## config.mk

```make
export PLATFORM = sky130hd
export DESIGN_NAME = seq_pair_sched_flat
export DESIGN_NICKNAME = d
export VERILOG_FILES = /design/src/rtl/seq_pkg.sv /design/src/rtl/seq_pair_sched_if.sv /design/src/rtl/mode_tally.sv /design/src/rtl/seq_pair_sched.sv /design/src/flat_wrapper.sv
export SDC_FILE = /design/constraint.sdc
export NUM_CORES = 1
export LEC_CHECK = 0
export ABC_CLOCK_PERIOD_IN_PS = 9200
export BUFFER_PORTS_ARGS = -buffer_cell sky130_fd_sc_hd__buf_2
export CAP_MARGIN = 30
export CORE_ASPECT_RATIO = 0.8
export CORE_UTILIZATION = 58
export DETAILED_ROUTE_END_ITERATION = 6
export GPL_TIMING_DRIVEN = 0
export PLACE_DENSITY = 0.82
export SYNTH_ARGS = -nofsm -noshare
export SYNTH_HDL_FRONTEND = slang
export SYNTH_SLANG_ARGS = --single-unit
```

## constraint.sdc

```tcl
create_clock -name clk -period 9.2 [get_ports clk]
set_input_delay 1.38 -clock clk [delete_from_list [all_inputs] [get_ports clk]]
set_output_delay 1.38 -clock clk [all_outputs]
set_load 0.1 [all_outputs]
```

## src/rtl/seq_pkg.sv

```systemverilog
// rtl/seq_pkg.sv - shared types and constants for the sequence-pair scheduler
package seq_pkg;

    localparam int DEF_WORD_W = 32;

    typedef enum logic [1:0] {
        ST_IDLE   = 2'd0,
        ST_SHIFT  = 2'd1,
        ST_DRAIN  = 2'd2,
        ST_REPORT = 2'd3
    } state_t;

    localparam logic [1:0] MODE_NONE = 2'd0;
    localparam logic [1:0] MODE_S1   = 2'd1;
    localparam logic [1:0] MODE_S2   = 2'd2;
    localparam logic [1:0] MODE_BOTH = 2'd3;

endpackage

```

## src/rtl/seq_pair_sched_if.sv

```systemverilog
// rtl/seq_pair_sched_if.sv - host, checker and report signals of the scheduler
interface seq_pair_sched_if #(
    parameter int WORD_W = 32,
    parameter int CNT_W  = 6
);
    logic              in_valid;
    logic              in_ready;
    logic [WORD_W-1:0] in_word1;
    logic [WORD_W-1:0] in_word2;
    logic              seq1;
    logic              seq2;
    logic              det_en;
    logic [1:0]        mode;
    logic [3:0]        result;
    logic              out_valid;
    logic              out_ready;
    logic [CNT_W-1:0]  cnt_m1;
    logic [CNT_W-1:0]  cnt_m2;
    logic [CNT_W-1:0]  cnt_m3;
    logic [3:0]        last_result;
    logic              busy;

    modport master (
        output in_valid, in_word1, in_word2, mode, result, out_ready,
        input  in_ready, seq1, seq2, det_en, out_valid,
               cnt_m1, cnt_m2, cnt_m3, last_result, busy
    );

    modport slave (
        input  in_valid, in_word1, in_word2, mode, result, out_ready,
        output in_ready, seq1, seq2, det_en, out_valid,
               cnt_m1, cnt_m2, cnt_m3, last_result, busy
    );
endinterface

```

## src/rtl/mode_tally.sv

```systemverilog
// rtl/mode_tally.sv - saturating per-mode counters and last sampled result
module mode_tally
    import seq_pkg::*;
#(
    parameter int CNT_W = 6
) (
    input  logic             clk,
    input  logic             rst,
    input  logic             clr,
    input  logic             sample_en,
    input  logic [1:0]       mode,
    input  logic [3:0]       result,
    output logic [CNT_W-1:0] cnt_m1,
    output logic [CNT_W-1:0] cnt_m2,
    output logic [CNT_W-1:0] cnt_m3,
    output logic [3:0]       last_result
);

    localparam logic [CNT_W-1:0] CNT_MAX = '1;

    always_ff @(posedge clk or posedge rst) begin
        if (rst) begin
            cnt_m1      <= '0;
            cnt_m2      <= '0;
            cnt_m3      <= '0;
            last_result <= '0;
        end else if (clr) begin
            cnt_m1      <= '0;
            cnt_m2      <= '0;
            cnt_m3      <= '0;
            last_result <= '0;
        end else if (sample_en) begin
            last_result <= result;
            case (mode)
                MODE_NONE: ;
                MODE_S1:   if (cnt_m1 != CNT_MAX) cnt_m1 <= cnt_m1 + 1'b1;
                MODE_S2:   if (cnt_m2 != CNT_MAX) cnt_m2 <= cnt_m2 + 1'b1;
                MODE_BOTH: if (cnt_m3 != CNT_MAX) cnt_m3 <= cnt_m3 + 1'b1;
            endcase
        end
    end

endmodule

```

## src/rtl/seq_pair_sched.sv

```systemverilog
// rtl/seq_pair_sched.sv - serialises word pairs into the checker and reports mode tallies
module seq_pair_sched
    import seq_pkg::*;
#(
    parameter int WORD_W = DEF_WORD_W,
    parameter int DRAIN  = 1,
    parameter int CNT_W  = 6
) (
    input logic             clk,
    input logic             rst,
    seq_pair_sched_if.slave bus
);

    localparam int BC_W = $clog2(WORD_W) + 1;
    localparam int DR_W = $clog2(DRAIN) + 1;
    localparam logic [BC_W-1:0] LAST_BIT   = BC_W'(WORD_W - 1);
    localparam logic [DR_W-1:0] LAST_DRAIN = DR_W'(DRAIN - 1);

    state_t            state;
    logic [WORD_W-1:0] sr1;
    logic [WORD_W-1:0] sr2;
    logic [BC_W-1:0]   bit_cnt;
    logic [DR_W-1:0]   drain_cnt;
    logic              in_ready_r;
    logic              out_valid_r;
    logic              det_en_r;
    logic              busy_r;
    logic              accept;
    logic              sample_en;
    logic [CNT_W-1:0]  t_m1;
    logic [CNT_W-1:0]  t_m2;
    logic [CNT_W-1:0]  t_m3;
    logic [3:0]        t_last;

    assign accept = (state == ST_IDLE) && in_ready_r && bus.in_valid;

    // The first SHIFT cycle is skipped: the checker has not yet seen a bit.
    assign sample_en = ((state == ST_SHIFT) && (bit_cnt != '0)) || (state == ST_DRAIN);

    always_ff @(posedge clk or posedge rst) begin
        if (rst) begin
            state       <= ST_IDLE;
            sr1         <= '0;
            sr2         <= '0;
            bit_cnt     <= '0;
            drain_cnt   <= '0;
            in_ready_r  <= 1'b0;
            out_valid_r <= 1'b0;
            det_en_r    <= 1'b0;
            busy_r      <= 1'b0;
        end else begin
            case (state)
                ST_IDLE: begin
                    if (accept) begin
                        state      <= ST_SHIFT;
                        sr1        <= bus.in_word1;
                        sr2        <= bus.in_word2;
                        bit_cnt    <= '0;
                        in_ready_r <= 1'b0;
                        det_en_r   <= 1'b1;
                        busy_r     <= 1'b1;
                    end else begin
                        in_ready_r <= 1'b1;
                    end
                end
                ST_SHIFT: begin
                    sr1     <= {sr1[WORD_W-2:0], 1'b0};
                    sr2     <= {sr2[WORD_W-2:0], 1'b0};
                    bit_cnt <= bit_cnt + 1'b1;
                    if (bit_cnt == LAST_BIT) begin
                        state     <= ST_DRAIN;
                        det_en_r  <= 1'b0;
                        drain_cnt <= '0;
                    end
                end
                ST_DRAIN: begin
                    if (drain_cnt == LAST_DRAIN) begin
                        state       <= ST_REPORT;
                        out_valid_r <= 1'b1;
                    end else begin
                        drain_cnt <= drain_cnt + 1'b1;
                    end
                end
                ST_REPORT: begin
                    if (bus.out_ready) begin
                        state       <= ST_IDLE;
                        out_valid_r <= 1'b0;
                        in_ready_r  <= 1'b1;
                        busy_r      <= 1'b0;
                    end
                end
                default: state <= ST_IDLE;
            endcase
        end
    end

    mode_tally #(.CNT_W(CNT_W)) u_tally (
        .clk         (clk),
        .rst         (rst),
        .clr         (accept),
        .sample_en   (sample_en),
        .mode        (bus.mode),
        .result      (bus.result),
        .cnt_m1      (t_m1),
        .cnt_m2      (t_m2),
        .cnt_m3      (t_m3),
        .last_result (t_last)
    );

    assign bus.in_ready    = in_ready_r;
    assign bus.out_valid   = out_valid_r;
    assign bus.det_en      = det_en_r;
    assign bus.busy        = busy_r;
    assign bus.seq1        = det_en_r & sr1[WORD_W-1];
    assign bus.seq2        = det_en_r & sr2[WORD_W-1];
    assign bus.cnt_m1      = t_m1;
    assign bus.cnt_m2      = t_m2;
    assign bus.cnt_m3      = t_m3;
    assign bus.last_result = t_last;

endmodule

```

## src/flat_wrapper.sv

```systemverilog
// flat-port wrapper written by rule: the top's interface ports become plain ports
module seq_pair_sched_flat import seq_pkg::*;
#(
    parameter int WORD_W = DEF_WORD_W,
    parameter int DRAIN  = 1,
    parameter int CNT_W  = 6
)
  (clk, rst, bus_in_valid, bus_in_word1, bus_in_word2, bus_mode, bus_result, bus_out_ready, bus_in_ready, bus_seq1, bus_seq2, bus_det_en, bus_out_valid, bus_cnt_m1, bus_cnt_m2, bus_cnt_m3, bus_last_result, bus_busy);
  seq_pair_sched_if #(.WORD_W(WORD_W), .CNT_W(CNT_W)) bus_i ();
  input logic clk;
  input logic rst;
  input wire logic [$bits(bus_i.in_valid)-1:0] bus_in_valid;
  input wire logic [$bits(bus_i.in_word1)-1:0] bus_in_word1;
  input wire logic [$bits(bus_i.in_word2)-1:0] bus_in_word2;
  input wire logic [$bits(bus_i.mode)-1:0] bus_mode;
  input wire logic [$bits(bus_i.result)-1:0] bus_result;
  input wire logic [$bits(bus_i.out_ready)-1:0] bus_out_ready;
  output wire logic [$bits(bus_i.in_ready)-1:0] bus_in_ready;
  output wire logic [$bits(bus_i.seq1)-1:0] bus_seq1;
  output wire logic [$bits(bus_i.seq2)-1:0] bus_seq2;
  output wire logic [$bits(bus_i.det_en)-1:0] bus_det_en;
  output wire logic [$bits(bus_i.out_valid)-1:0] bus_out_valid;
  output wire logic [$bits(bus_i.cnt_m1)-1:0] bus_cnt_m1;
  output wire logic [$bits(bus_i.cnt_m2)-1:0] bus_cnt_m2;
  output wire logic [$bits(bus_i.cnt_m3)-1:0] bus_cnt_m3;
  output wire logic [$bits(bus_i.last_result)-1:0] bus_last_result;
  output wire logic [$bits(bus_i.busy)-1:0] bus_busy;
  assign bus_i.in_valid = bus_in_valid;
  assign bus_i.in_word1 = bus_in_word1;
  assign bus_i.in_word2 = bus_in_word2;
  assign bus_i.mode = bus_mode;
  assign bus_i.result = bus_result;
  assign bus_i.out_ready = bus_out_ready;
  assign bus_in_ready = bus_i.in_ready;
  assign bus_seq1 = bus_i.seq1;
  assign bus_seq2 = bus_i.seq2;
  assign bus_det_en = bus_i.det_en;
  assign bus_out_valid = bus_i.out_valid;
  assign bus_cnt_m1 = bus_i.cnt_m1;
  assign bus_cnt_m2 = bus_i.cnt_m2;
  assign bus_cnt_m3 = bus_i.cnt_m3;
  assign bus_last_result = bus_i.last_result;
  assign bus_busy = bus_i.busy;
  seq_pair_sched #(.WORD_W(WORD_W), .DRAIN(DRAIN), .CNT_W(CNT_W)) u_core (.clk(clk), .rst(rst), .bus(bus_i));
endmodule
```

==> qor.yml <==
ctsRootBufferMaster: "clkbuf_8"
io_buffer_count: 101
outcome: "completed"
dp.cells: 686
fin_skew_ns: 0.0120
ys_ff_latch: 98
cp_top_family: "buffers and inverters"
fin_crit_sh_pct: 30.0
maxCapViolCount: 0
drc: 0
p_per_area_nw_per_um2: 384
rsz0062_at_grt: "no"
grt_usage_pct: 26.1
synth_cell_types: 47
ios: 102
drive_gt1_share_pct: 22.7
slew_headroom_pct: 52.1
worst_slew_pin_slew_ns: 0.719
yosysWarnings: 0
antennaDiodeCount: 0
die-area_um2: 8660
worstSetupPathType: "input port to flip-flop"
start_util_pct: 60.2
grt_pass1_wl_um: 18200
worstPathCellList: "buf_2 -> nand3_1 -> and2_1 -> clkbuf_1 -> clkbuf_1 -> nand2_1 -> o21ai_0"
whs_ns: 0.491
required_ns: 9.47
leakagePower_nw: 2.65
max_freq_mhz: 362
syn_nets: 559
area_growth_pct: 18.3
finalSetupTns_ns: 0
peakVddDrop_uv: 244
grt_pass1_vias: 3881
final_area_um2: 5690
wirelength_um: 10700
crit_path_end_kind: "flip-flop"
rows: 29
placed_cell_area_um2: 5480
firstDrtPassIters: 5
ys_seq_area_share_pct: 51.0
slowest_delay_ns: 0.44
crit_arrival_ns: 3.03
cts_max_level: 3
critical_path_buf_inv_count: 3
num_vias: 3927
cts_sinks: 98
hold_path.class: "flip-flop to flip-flop"
setup_ws_ns: 6.44
cts_tree: "done"
multi_input_area_um2: 2160
num-nets-final: 672
overflow: 0
insertion_delay_ns: 0.37
place.gp.congestion: 0.867
crit_fanout: 10
dp_hpwl_um: 7640
fillers: 627
post_cts_buffers: 0
cp-start-kind: "input port"
fin_cells: 702
ant_nets: 0
hold_buffers: 0
critPathMostFrequentCell: "clkbuf_1"
grt_max_degree: 54
syn_area_um2: 4810
ctsResizeCount: 0
antenna_found_initial: 0
via_per_inst: 5.59
cts.path.max_buffers: 2
core_area_um2: 7980
avgSynthCellArea_um2: 10.1
postSynthCellCount: 476
drv_slew: 0
period_minus_slack_ns: 2.76
initialDrtViolationCount: 235
wire_per_inst_um: 15.3
pre_cts_ws_ns: 6.11
power.total_mw: 2.18
crit_path_top_delay_cell: "clkbuf_1"
dieHeight_um: 83.4
regArea_um2: 2450
clkSlewWorstSetupHoldPaths_ns: 0.10
fin_util_pct: 71.2
setup_violations: 0
numCtsBuffers: 9
die_w_um: 104
finalHoldViolations: 0
state kept, by name (all words and copies together) (netlist names):
register,flops
u_core.u_tally.cnt_m3,6
u_core.u_tally.cnt_m1,6
u_core.bus.det_en,1
u_core.u_tally.last_result,4
u_core.bus.out_valid,1
u_core.bus.busy,1
u_core.u_tally.cnt_m2,6
u_core.sr1,32
u_core.bus.in_ready,1
u_core.bit_cnt,6
u_core.state,2
u_core.sr2,32
cells in the final DEF (no fill, tap or decap), drive strengths merged, types with 3 or more instances in the layout:
| cell type | netlist | final |
|---|---|---|
| nor2 | 12 | 12 |
| mux2i | 66 | 66 |
| dfrtp | 98 | 98 |
| or4 | 9 | 9 |
| buf | 8 | 110 |
| and2 | 4 | 4 |
| o31ai | 9 | 9 |
| inv | 11 | 13 |
| nor2b | 4 | 4 |
| nand3 | 12 | 12 |
| o21ai | 75 | 75 |
| xnor2 | 3 | 3 |
| ha | 9 | 9 |
| clkbuf | 21 | 30 |
| nand2 | 86 | 86 |
| nand2b | 3 | 3 |
| a21oi | 19 | 19 |
| or3 | 3 | 3 |
cell usage after synthesis (all sizes together):
| cell | n | area share (%) |
|---|---|---|
| o21ai | 75 | 7.9 |
| and2 | 4 | 0.52 |
| nor2 | 12 | 0.99 |
| inv | 11 | 0.86 |
| a31o | 1 | 0.18 |
| nand2 | 86 | 6.7 |
| clkbuf | 21 | 1.7 |
| mux2 | 1 | 0.23 |
| or3b | 1 | 0.18 |
| a22o | 2 | 0.36 |
| a31oi | 1 | 0.13 |
| o32a | 1 | 0.21 |
| a211oi | 2 | 0.31 |
| nand4b | 1 | 0.18 |
| o32ai | 1 | 0.57 |
| mux2i | 66 | 14 |
| ha | 9 | 2.3 |
| a311o | 1 | 0.21 |
| or3 | 3 | 0.39 |
| o21a | 1 | 0.16 |
| or4b | 2 | 0.49 |
| dfrtp | 98 | 51 |
| a21oi | 19 | 2.2 |
| and3 | 2 | 0.26 |
| nand3 | 12 | 1.2 |
| nand2b | 3 | 0.39 |
| o2bb2ai | 1 | 0.18 |
| o22ai | 1 | 0.13 |
| xnor2 | 3 | 0.55 |
| o41ai | 1 | 0.18 |
| o31ai | 9 | 1.4 |
| a221o | 1 | 0.21 |
| nand4 | 2 | 0.26 |
| buf | 8 | 1.4 |
| o22a | 1 | 0.18 |
| nor2b | 4 | 0.52 |
| or4 | 9 | 1.4 |
final timing paths:
path                                  from              to  slack (ns)  depth (start not counted)
setup / recovery              bus_in_valid   u_core.sr1[4]        6.44                          7
hold / removal               u_core.sr2[8]   u_core.sr2[8]        0.49                          2
hold reg to reg              u_core.sr2[8]   u_core.sr2[8]        0.49                          2
min in group asynchronous              rst  u_core.sr1[27]        1.07                          2
max in group asynchronous              rst  u_core.sr1[31]        7.46                          3
setup reg to reg           u_core.state[1]   u_core.sr1[4]        6.75                          9
per-layer routing:
| metal | vias up | GRT usage, % | routed length [um] |
|---|---|---|---|
| li1 | 1901 | - | - |
| met1 | 1918 | 36.5 | 5070 |
| met2 | 98 | 42.1 | 5140 |
| met3 | 10 | 5.49 | 434 |
| met4 | 0 | 6.49 | 97 |
| met5 | - | 0 | 0 |
worst register-to-register path: stages, from the launching register on:
cell and delay [ns]:
dfrtp_1 0.41, inv_1 0.08, ha_1 0.17, buf_2 0.19, nand2b_1 0.21, and2_1 0.23
clkbuf_1 0.44, clkbuf_1 0.41, nand2_1 0.11, o21ai_0 0.10
power breakdown:
group / leakage, nW / total (mW) / switching, mW / internal, mW
Sequential: 1.24 / 0.745 / 0.127 / 0.618
Combinational: 1.31 / 1.14 / 0.798 / 0.347
Clock: 0.0995 / 0.295 / 0.164 / 0.131
Total: 2.65 / 2.18 / 1.09 / 1.10
cell type report:
cell class              count  area share (%)
multi-input cells         338            38.0
repair buffers            102            9.38
well taps                 108            2.38
plain buffers              29            2.66
clock buffers               9            2.18
inverters                  11           0.770
flip-flops and latches     98            43.1
clock inverters             7            1.50
kinds of logic (layout without fill, tap and decap cells):
group / count (synthesis) / count (layout) / share of synthesized area [%]
muxes: 67 / 67 / 14.0
and+or+nand+nor: 141 / 141 / 13.6
xor gates and xnor gates: 3 / 3 / 0.547
DFF: 98 / 98 / 51.0
AOI/OAI and AO/OA: 118 / 118 / 14.5
buffers and inverters: 40 / 158 / 4.01
adders and majority gates: 9 / 9 / 2.34
Power figures use the tool's default switching activity.
